`config.mk`:
```
export PLATFORM = sky130hd
export DESIGN_NAME = mem_stage_lsu
export DESIGN_NICKNAME = d
export VERILOG_FILES = /design/src/rtl/mem_stage_lsu.sv
export SDC_FILE = /design/constraint.sdc
export NUM_CORES = 1
export LEC_CHECK = 0
export ABC_AREA = 1
export BUFFER_PORTS_ARGS = -buffer_cell sky130_fd_sc_hd__buf_2
export CORE_MARGIN = 1.5
export CORE_UTILIZATION = 35
export DETAILED_ROUTE_END_ITERATION = 8
export GPL_ROUTABILITY_DRIVEN = 0
export HOLD_SLACK_MARGIN = 0.06
export PLACE_DENSITY = 0.7
export SLEW_MARGIN = 20
export SYNTH_ARGS = -nofsm -noshare
export SYNTH_HDL_FRONTEND = slang
export SYNTH_SLANG_ARGS = --single-unit
```
`constraint.sdc`:
```
create_clock -name clk -period 3.9 [get_ports clk]
set_input_delay 0.39 -clock clk [delete_from_list [all_inputs] [get_ports clk]]
set_output_delay 0.39 -clock clk [all_outputs]
set_load 0.1 [all_outputs]
```
`src/rtl/mem_stage_lsu.sv`:
```
// Memory-stage load/store unit: turns EX/MEM load/store requests into
// req/gnt/rvalid data-bus transactions and returns formatted load data.
module mem_stage_lsu #(
  parameter int unsigned TIMEOUT_CYCLES = 255,
  parameter int unsigned CNT_W          = 8
) (
  input  logic        clk,
  input  logic        reset_n,
  input  logic [31:0] addr_i,
  input  logic [31:0] rs2_i,
  input  logic [2:0]  lsu_op_i,
  input  logic        mem_rd_sig_i,
  input  logic        mem_wr_sig_i,
  output logic        stall_o,
  output logic        done_o,
  output logic [31:0] load_data_o,
  output logic [1:0]  err_o,
  output logic        dmem_req_o,
  output logic        dmem_we_o,
  output logic [31:0] dmem_addr_o,
  output logic [3:0]  dmem_be_o,
  output logic [31:0] dmem_wdata_o,
  input  logic        dmem_gnt_i,
  input  logic        dmem_rvalid_i,
  input  logic [31:0] dmem_rdata_i
);

  typedef enum logic [1:0] {S_IDLE, S_REQ, S_WAIT_R, S_DONE} state_t;

  localparam logic [CNT_W-1:0] TO_VAL = CNT_W'(TIMEOUT_CYCLES);
  localparam bit               TO_EN  = (TIMEOUT_CYCLES != 0);

  state_t            r_state;
  state_t            w_state_nxt;
  logic [CNT_W-1:0]  r_cnt;
  logic [CNT_W-1:0]  w_cnt_inc;
  logic              w_timeout;
  logic              r_req;
  logic              r_we;
  logic [31:0]       r_addr;
  logic [3:0]        r_be;
  logic [31:0]       r_wdata;
  logic [2:0]        r_op;
  logic [1:0]        r_lane;
  logic [31:0]       r_load;
  logic [1:0]        r_err;
  logic [1:0]        w_err_nxt;
  logic              w_access;
  logic              w_illegal;
  logic              w_misalign;
  logic              w_accept;
  logic [3:0]        w_st_be;
  logic [31:0]       w_st_wdata;
  logic [7:0]        w_byte;
  logic [15:0]       w_half;
  logic [31:0]       w_ld_fmt;

  assign w_access  = mem_rd_sig_i | mem_wr_sig_i;
  assign w_illegal = (mem_rd_sig_i & mem_wr_sig_i)
                   | (mem_wr_sig_i & ~((lsu_op_i == 3'b000) | (lsu_op_i == 3'b001) |
                                       (lsu_op_i == 3'b010)))
                   | (mem_rd_sig_i & ((lsu_op_i == 3'b011) | (lsu_op_i[2:1] == 2'b11)));
  assign w_misalign = ((lsu_op_i[1:0] == 2'b01) & addr_i[0])
                    | ((lsu_op_i == 3'b010) & (addr_i[1:0] != 2'b00));
  assign w_accept  = (r_state == S_IDLE) & w_access & ~w_illegal & ~w_misalign;

  assign w_cnt_inc = r_cnt + 1'b1;
  assign w_timeout = TO_EN && (w_cnt_inc == TO_VAL);

  always_comb begin
    w_st_be    = 4'b1111;
    w_st_wdata = rs2_i;
    case (lsu_op_i[1:0])
      2'b00: begin
        w_st_be    = 4'b0001 << addr_i[1:0];
        w_st_wdata = {4{rs2_i[7:0]}};
      end
      2'b01: begin
        w_st_be    = 4'b0011 << addr_i[1:0];
        w_st_wdata = {2{rs2_i[15:0]}};
      end
      default: ;
    endcase
  end

  always_comb begin
    w_byte = dmem_rdata_i[7:0];
    case (r_lane)
      2'd1:    w_byte = dmem_rdata_i[15:8];
      2'd2:    w_byte = dmem_rdata_i[23:16];
      2'd3:    w_byte = dmem_rdata_i[31:24];
      default: w_byte = dmem_rdata_i[7:0];
    endcase
    w_half = r_lane[1] ? dmem_rdata_i[31:16] : dmem_rdata_i[15:0];
    case (r_op)
      3'b000:  w_ld_fmt = {{24{w_byte[7]}}, w_byte};
      3'b100:  w_ld_fmt = {24'h0, w_byte};
      3'b001:  w_ld_fmt = {{16{w_half[15]}}, w_half};
      3'b101:  w_ld_fmt = {16'h0, w_half};
      default: w_ld_fmt = dmem_rdata_i;
    endcase
  end

  always_ff @(posedge clk or negedge reset_n) begin
    if (!reset_n) r_state <= S_IDLE;
    else          r_state <= w_state_nxt;
  end

  // Error code is produced alongside the transition into DONE so it lands in r_err exactly then.
  always_comb begin
    w_state_nxt = r_state;
    w_err_nxt   = 2'b00;
    case (r_state)
      S_IDLE: begin
        if (w_access) begin
          if (w_illegal) begin
            w_state_nxt = S_DONE;
            w_err_nxt   = 2'b10;
          end else if (w_misalign) begin
            w_state_nxt = S_DONE;
            w_err_nxt   = 2'b01;
          end else begin
            w_state_nxt = S_REQ;
          end
        end
      end
      S_REQ: begin
        if (dmem_gnt_i) begin
          w_state_nxt = r_we ? S_DONE : S_WAIT_R;
        end else if (w_timeout) begin
          w_state_nxt = S_DONE;
          w_err_nxt   = 2'b11;
        end
      end
      S_WAIT_R: begin
        if (dmem_rvalid_i) begin
          w_state_nxt = S_DONE;
        end else if (w_timeout) begin
          w_state_nxt = S_DONE;
          w_err_nxt   = 2'b11;
        end
      end
      default: w_state_nxt = S_IDLE;
    endcase
  end

  always_comb begin
    done_o  = (r_state == S_DONE);
    stall_o = reset_n & w_access & (r_state != S_DONE);
  end

  always_ff @(posedge clk or negedge reset_n) begin
    if (!reset_n) begin
      r_cnt   <= '0;
      r_req   <= 1'b0;
      r_we    <= 1'b0;
      r_addr  <= '0;
      r_be    <= '0;
      r_wdata <= '0;
      r_op    <= '0;
      r_lane  <= '0;
      r_load  <= '0;
      r_err   <= '0;
    end else begin
      r_err  <= w_err_nxt;
      r_load <= ((r_state == S_WAIT_R) && dmem_rvalid_i) ? w_ld_fmt : '0;
      case (r_state)
        S_REQ:    r_cnt <= dmem_gnt_i ? '0 : w_cnt_inc;
        S_WAIT_R: r_cnt <= w_cnt_inc;
        default:  r_cnt <= '0;
      endcase
      if (w_accept) begin
        r_req   <= 1'b1;
        r_we    <= mem_wr_sig_i;
        r_addr  <= {addr_i[31:2], 2'b00};
        r_be    <= mem_wr_sig_i ? w_st_be : 4'b1111;
        r_wdata <= mem_wr_sig_i ? w_st_wdata : '0;
        r_op    <= lsu_op_i;
        r_lane  <= addr_i[1:0];
      end else if ((r_state == S_REQ) && (dmem_gnt_i || w_timeout)) begin
        r_req <= 1'b0;
      end
    end
  end

  assign load_data_o  = r_load;
  assign err_o        = r_err;
  assign dmem_req_o   = r_req;
  assign dmem_we_o    = r_we;
  assign dmem_addr_o  = r_addr;
  assign dmem_be_o    = r_be;
  assign dmem_wdata_o = r_wdata;

endmodule

```
==> flow_summary.yaml, run 1 <==
routing:
  wl_per_cell_microns: 14.5
  drc_violation_count_after_routing: 0
  detailed_route_wire_length_microns: 15400
  first_pass_iters: 5
  route.detailed.vias_per_inst: 4.66
  routed-via-count: 4934
  detail-route-antenna-nets: 0
  drt_iter0_markers: 333
critical_path:
  worst_path_most_repeated_cell: "sky130_fd_sc_hd__inv_1"
  worstPathCellList: "inv_1, ha_1, inv_1, nor2_1, nand2_2, nor2_4, buf_4, inv_8, nand2_1, o21ai_1"
  path_buf_inv: 4
  critPathLaunch: "r_state[0]"
  critical_path_required_ns: 4.18
  crit_slowest_cell: "sky130_fd_sc_hd__buf_4"
  critical_path_peak_fanout: 63
  critPathMaxStageDelay_ns: 0.45
  cp_data_arrival_time_ns: 2.65
  critPathKind: "reg -> reg"
  crit-reg2reg-launch: "r_state[0]"
  path_delay_family: "buffers and inverters"
  worstSetupEndpointType: "flip-flop"
  start_kind: "flip-flop"
timing:
  timing.fmax_mhz: 421
  timing.final.hold_violations: 0
  finalCriticalPeriod_ns: 2.37
  max_slew_margin_pct: 38.7
  setup-violations-final: 0
  fin_tns_setup_ns: 0
  timing_worst_slew_pin_value_ns: 0.915
  skew_ns: 0.00921
  rsz0062_at_grt: "false"
  drv_slew: 0
  final_min_period_over_clock_period_pct: 60.9
clock_tree:
  tritoncts: "built"
  root_buf_cell: "sky130_fd_sc_hd__clkbuf_16"
  clock_path_buffers: 2
  tritoncts_num_sinks: 117
  clk_pin_slew_worst_paths_ns: 0.06
  clock_latency_ns: 0.41
  htree_num_levels: 4
  cts_inserted_buffers: 17
finish:
  area.growth.synth_to_final_pct: 31.1
  antennaDiodeCount: 0
  final_layout_size_suffix_gt1_share_pct: 36.4
  finish.net_count: 947
placed_design:
  place.detailed.hpwl_microns: 11200
  io_buffers: 208
synthesis:
  syn_area_per_cell_sq_um: 8.73
  synth.yosys.warnings: 0
  netlist_area_sq_mm: 0.00550
  post_synth_inst_count: 630
  synth.yosys.seq_area_share_pct: 53.2
  synthDistinctLibCells: 31
  synth-seq-cells: 117
run:
  cap_viol_max_count: 0
floorplan:
  io_pins: 211
  die_y_microns: 128
  start_util_pct: 36.1
  die-width_microns: 128
  rows: 45
  design.core.area_sq_mm: 0.0153
  design.die.area_sq_mm: 0.0165
worst_hold_path:
  min-delay-path-class: "in -> reg"
  worstHoldStart: "addr_i[6]"
grt:
  first_global_vias: 4632
  initial_antenna_violation_count: 0
  global_route_wire_length_before_repair_microns: 24100
  globalRouteTotalUtil_pct: 19.1
  grt_start_max_net_pins: 69
  grt_remaining_overflow: 0
outcome:
  outcome: "finished, final reports clean"
metal layers:
metal	up-vias	global-route usage, %	share of wire [%]
met5	-	0	0
met4	0	5.49	1.5
met3	16	6.53	6.7
met2	165	29.9	48
met1	2311	25.2	44
li1	2442	-	-
cell usage in the layout, fill, tap and decap left out, drive strengths merged:
master,Yosys,final
o22ai,1,1
nand4,8,8
dfrtp,117,117
ha,8,8
a21oi,46,46
inv,46,48
nand2,212,212
nand3,11,11
clkinv,1,7
buf,19,212
o21bai,2,2
o211ai,5,5
nor2,63,63
clkinvlp,0,5
o311ai,1,1
clkbuf,10,18
conb,1,2
o221ai,8,8
bufinv,0,1
or2,1,1
dlygate4sd3,0,1
o21ai,70,70
layout make-up:
class	instances	area, sq um
Clock buffer	18	439
Clock inverter	14	130
Tap cell	211	264
Multi-Input combinational cell	438	2180
Inverter	47	184
Sequential cell	117	2930
Timing Repair Buffer	213	1080
Fill cell	1505	8050
sequential cells by signal, indices dropped and copies added, names as in the netlist:
register and flops:
dmem_wdata_o 32, load_data_o 32, dmem_addr_o 30, r_cnt 8, dmem_be_o 4, r_op 3
err_o 2, r_lane 2, r_state 2, dmem_req_o 1, dmem_we_o 1
worst paths after layout:
kind	end	slack (ns)	cells after the start
worst min register to register	dmem_addr_o[19]	0.46	2
worst max-delay path	dmem_wdata_o[0]	1.53	10
min in group asynchronous	dmem_wdata_o[14]	0.42	2
worst min-delay path	dmem_addr_o[6]	0.18	3
worst max register to register	dmem_wdata_o[0]	1.53	10
max in group asynchronous	load_data_o[30]	2.31	3
through the flow:
| step | hold slack (ns) | std cells | setup slack (ns) | instance area, sq um | util (%) |
|---|---|---|---|---|---|
| after floorplan | 0.0944 | 631 | 1.10 | 5510 | - |
| after global placement | 0.283 | 1025 | 1.33 | 6630 | 43.5 |
| after detailed placement | 0.284 | 1025 | 1.23 | 6630 | 43.5 |
| after CTS | 0.161 | 1058 | 1.52 | 7210 | 47.3 |
| after global routing | 0.165 | 1058 | 1.29 | 7210 | 47.3 |
| final | 0.181 | 1058 | 1.53 | 7210 | 47.3 |
kinds of logic after synthesis:
logic type	after synthesis	share of synthesized area (%)
fa+ha+maj	8	1.82
other cells	1	0.0682
buf+inv	76	7.14
simple gates	295	22.5
compound gates	133	15.2
flops	117	53.2
tightest hold or removal path, cell delays in order:
cell and delay, ns:
sky130_fd_sc_hd__buf_2 0.07, sky130_fd_sc_hd__nand2_1 0.04, sky130_fd_sc_hd__nand2_1 0.05
cells in the mapped netlist, drive strengths merged:
library cell    n  area (sq um)
o211ai          5          56.3
dfrtp         117          2930
o311ai          1          8.76
ha              8           100
a21oi          46           230
inv            46           180
nand2         212           868
clkbuf         10          37.5
o21ai          70           452
o21bai          2          15.0
nand3          11          55.1
nand4           8          65.1
o22ai           1          6.26
nor2           63           244
clkinv          1          3.75
buf            19           171
or2             1          6.26
o221ai          8          70.1
conb            1          3.75
what timing repair did:
action,CTS,global route
gates resized for setup,0,0
hold endpoints to repair,16,0
setup buffers,0,0
hold buffers,1,0
Power of run 1 is not shown: default switching activity piles up to over one toggle a cycle in this logic, so the estimate is an artifact.
==> run 2: changes to the inputs <==
- PLACE_DENSITY: 0.7 -> 0.73
- clock period: 3.9 -> 1.9 ns (I/O delays scaled with it)
==> flow_summary.yaml, run 2 (synthesis gave the netlist of run 1 again) <==
critical_path:
  cp_data_arrival_time_ns: 1.56
  worstSetupEndpointType: "output port"
  path_buf_inv: 2
  critical_path_required_ns: 1.71
  critical_path_peak_fanout: 6
  start_kind: "flip-flop"
  crit_slowest_cell: "sky130_fd_sc_hd__buf_2"
  worstPathCellList: "buf_4, ha_1, buf_2"
  critPathMaxStageDelay_ns: 0.45
  critPathKind: "reg -> out"
  path_delay_family: "buffers and inverters"
run:
  cap_viol_max_count: 0
finish:
  layout.cells.most_common: "sky130_fd_sc_hd__buf_2"
  final_layout_size_suffix_gt1_share_pct: 35.2
  antennaDiodeCount: 0
  finish.net_count: 1022
  area.growth.synth_to_final_pct: 48.0
  highest_count_cells_in_the_layout_ignoring_fill_and_taps: "sky130_fd_sc_hd__buf_2, sky130_fd_sc_hd__nand2_1, sky130_fd_sc_hd__dfrtp_1"
floorplan:
  rows: 45
  design.die.area_sq_mm: 0.0165
  start_util_pct: 36.1
  design.core.area_sq_mm: 0.0153
  die-width_microns: 128
  die_y_microns: 128
  io_pins: 211
clock_tree:
  htree_num_levels: 4
  clock_latency_ns: 0.40
  tritoncts: "built"
  clock_path_buffers: 2
  clk_pin_slew_worst_paths_ns: 0.05
  cts_inserted_buffers: 17
  root_buf_cell: "sky130_fd_sc_hd__clkbuf_16"
  tritoncts_num_sinks: 117
routing:
  met2_length_microns: 7650
  met3_length_microns: 1010
  route.detailed.vias_per_inst: 4.60
  detailed_route_wire_length_microns: 15900
  drt_iter0_markers: 296
  wl_met1_microns: 6870
  first_pass_iters: 6
  wl_per_cell_microns: 14.1
  detail-route-antenna-nets: 0
  drc_violation_count_after_routing: 0
  routed-via-count: 5214
  top_signal_layer_used: "met4"
timing:
  timing_worst_slew_pin_value_ns: 0.631
  max_slew_margin_pct: 57.9
  final_min_period_over_clock_period_pct: 91.9
  skew_ns: 0.00646
  fin_tns_setup_ns: 0
  timing.fmax_mhz: 572
  rsz0062_at_grt: "false"
  drv_slew: 0
  setup-violations-final: 0
  timing.final.hold_violations: 0
  finalCriticalPeriod_ns: 1.75
outcome:
  outcome: "finished, final reports clean"
grt:
  grt_remaining_overflow: 0
  global_route_wire_length_before_repair_microns: 24800
  globalRouteTotalUtil_pct: 19.4
  initial_antenna_violation_count: 0
  first_global_vias: 5044
  grt_start_max_net_pins: 118
worst_hold_path:
  min-delay-path-class: "in -> reg"
placed_design:
  place.detailed.hpwl_microns: 10700
  io_buffers: 208
-- run 2: cell type report --
type | count | area, sq um
Clock buffer | 24 | 522
Fill cell | 1364 | 7120
Tap cell | 211 | 264
Multi-Input combinational cell | 438 | 2190
Timing Repair Buffer | 288 | 1870
Inverter | 47 | 193
Sequential cell | 117 | 2930
Clock inverter | 8 | 165
-- run 2: path summary, 6_finish.rpt --
kind                              endpoint            start  slack (ns)  depth (start not counted)
min in group asynchronous   load_data_o[9]          reset_n        0.44                          3
setup reg to reg                r_state[0]         r_cnt[0]        0.19                         12
hold / removal             dmem_wdata_o[4]         rs2_i[4]        0.08                          3
max in group asynchronous  dmem_addr_o[31]          reset_n        0.98                          3
hold reg to reg            dmem_addr_o[30]  dmem_addr_o[30]        0.46                          2
setup / recovery                    done_o       r_state[1]        0.15                          3
-- run 2: routing by layer --
layer | GRT usage [%] | up-vias
met5 | 0 | -
met4 | 8.00 | 0
met3 | 5.36 | 28
met2 | 32.7 | 191
met1 | 23.6 | 2401
li1 | - | 2594
-- run 2: what timing repair did --
| action | CTS | global route |
|---|---|---|
| hold buffers | 61 | 0 |
| endpoints found under the setup margin | 0 | 66 |
| setup buffers | 0 | 0 |
| hold endpoints to repair | 178 | 0 |
| resized for setup | 0 | 5 |
-- run 2: worst reg2reg max path, delay by kind of cell (launching register included) --
family	cells	cell delay (ns)
DFF	1	0.42
and+or+nand+nor	11	0.96
adders and majority gates	1	0.27
-- run 2: stage by stage --
stage | area, sq um | util [%] | hold slack, ns | instances | setup WS [ns]
detailed placement | 6800 | 44.6 | 0.368 | 1039 | 0.111
finish | 8140 | 53.3 | 0.0826 | 1133 | 0.153
global route | 8140 | 53.3 | 0.0777 | 1133 | 0.00972
CTS | 8100 | 53.1 | 0.0604 | 1132 | 0.0966
floorplan | 5510 | - | -0.106 | 631 | 0.0532
global placement | 6800 | 44.6 | 0.369 | 1039 | 0.187
Power of run 2 is left out for the same reason.
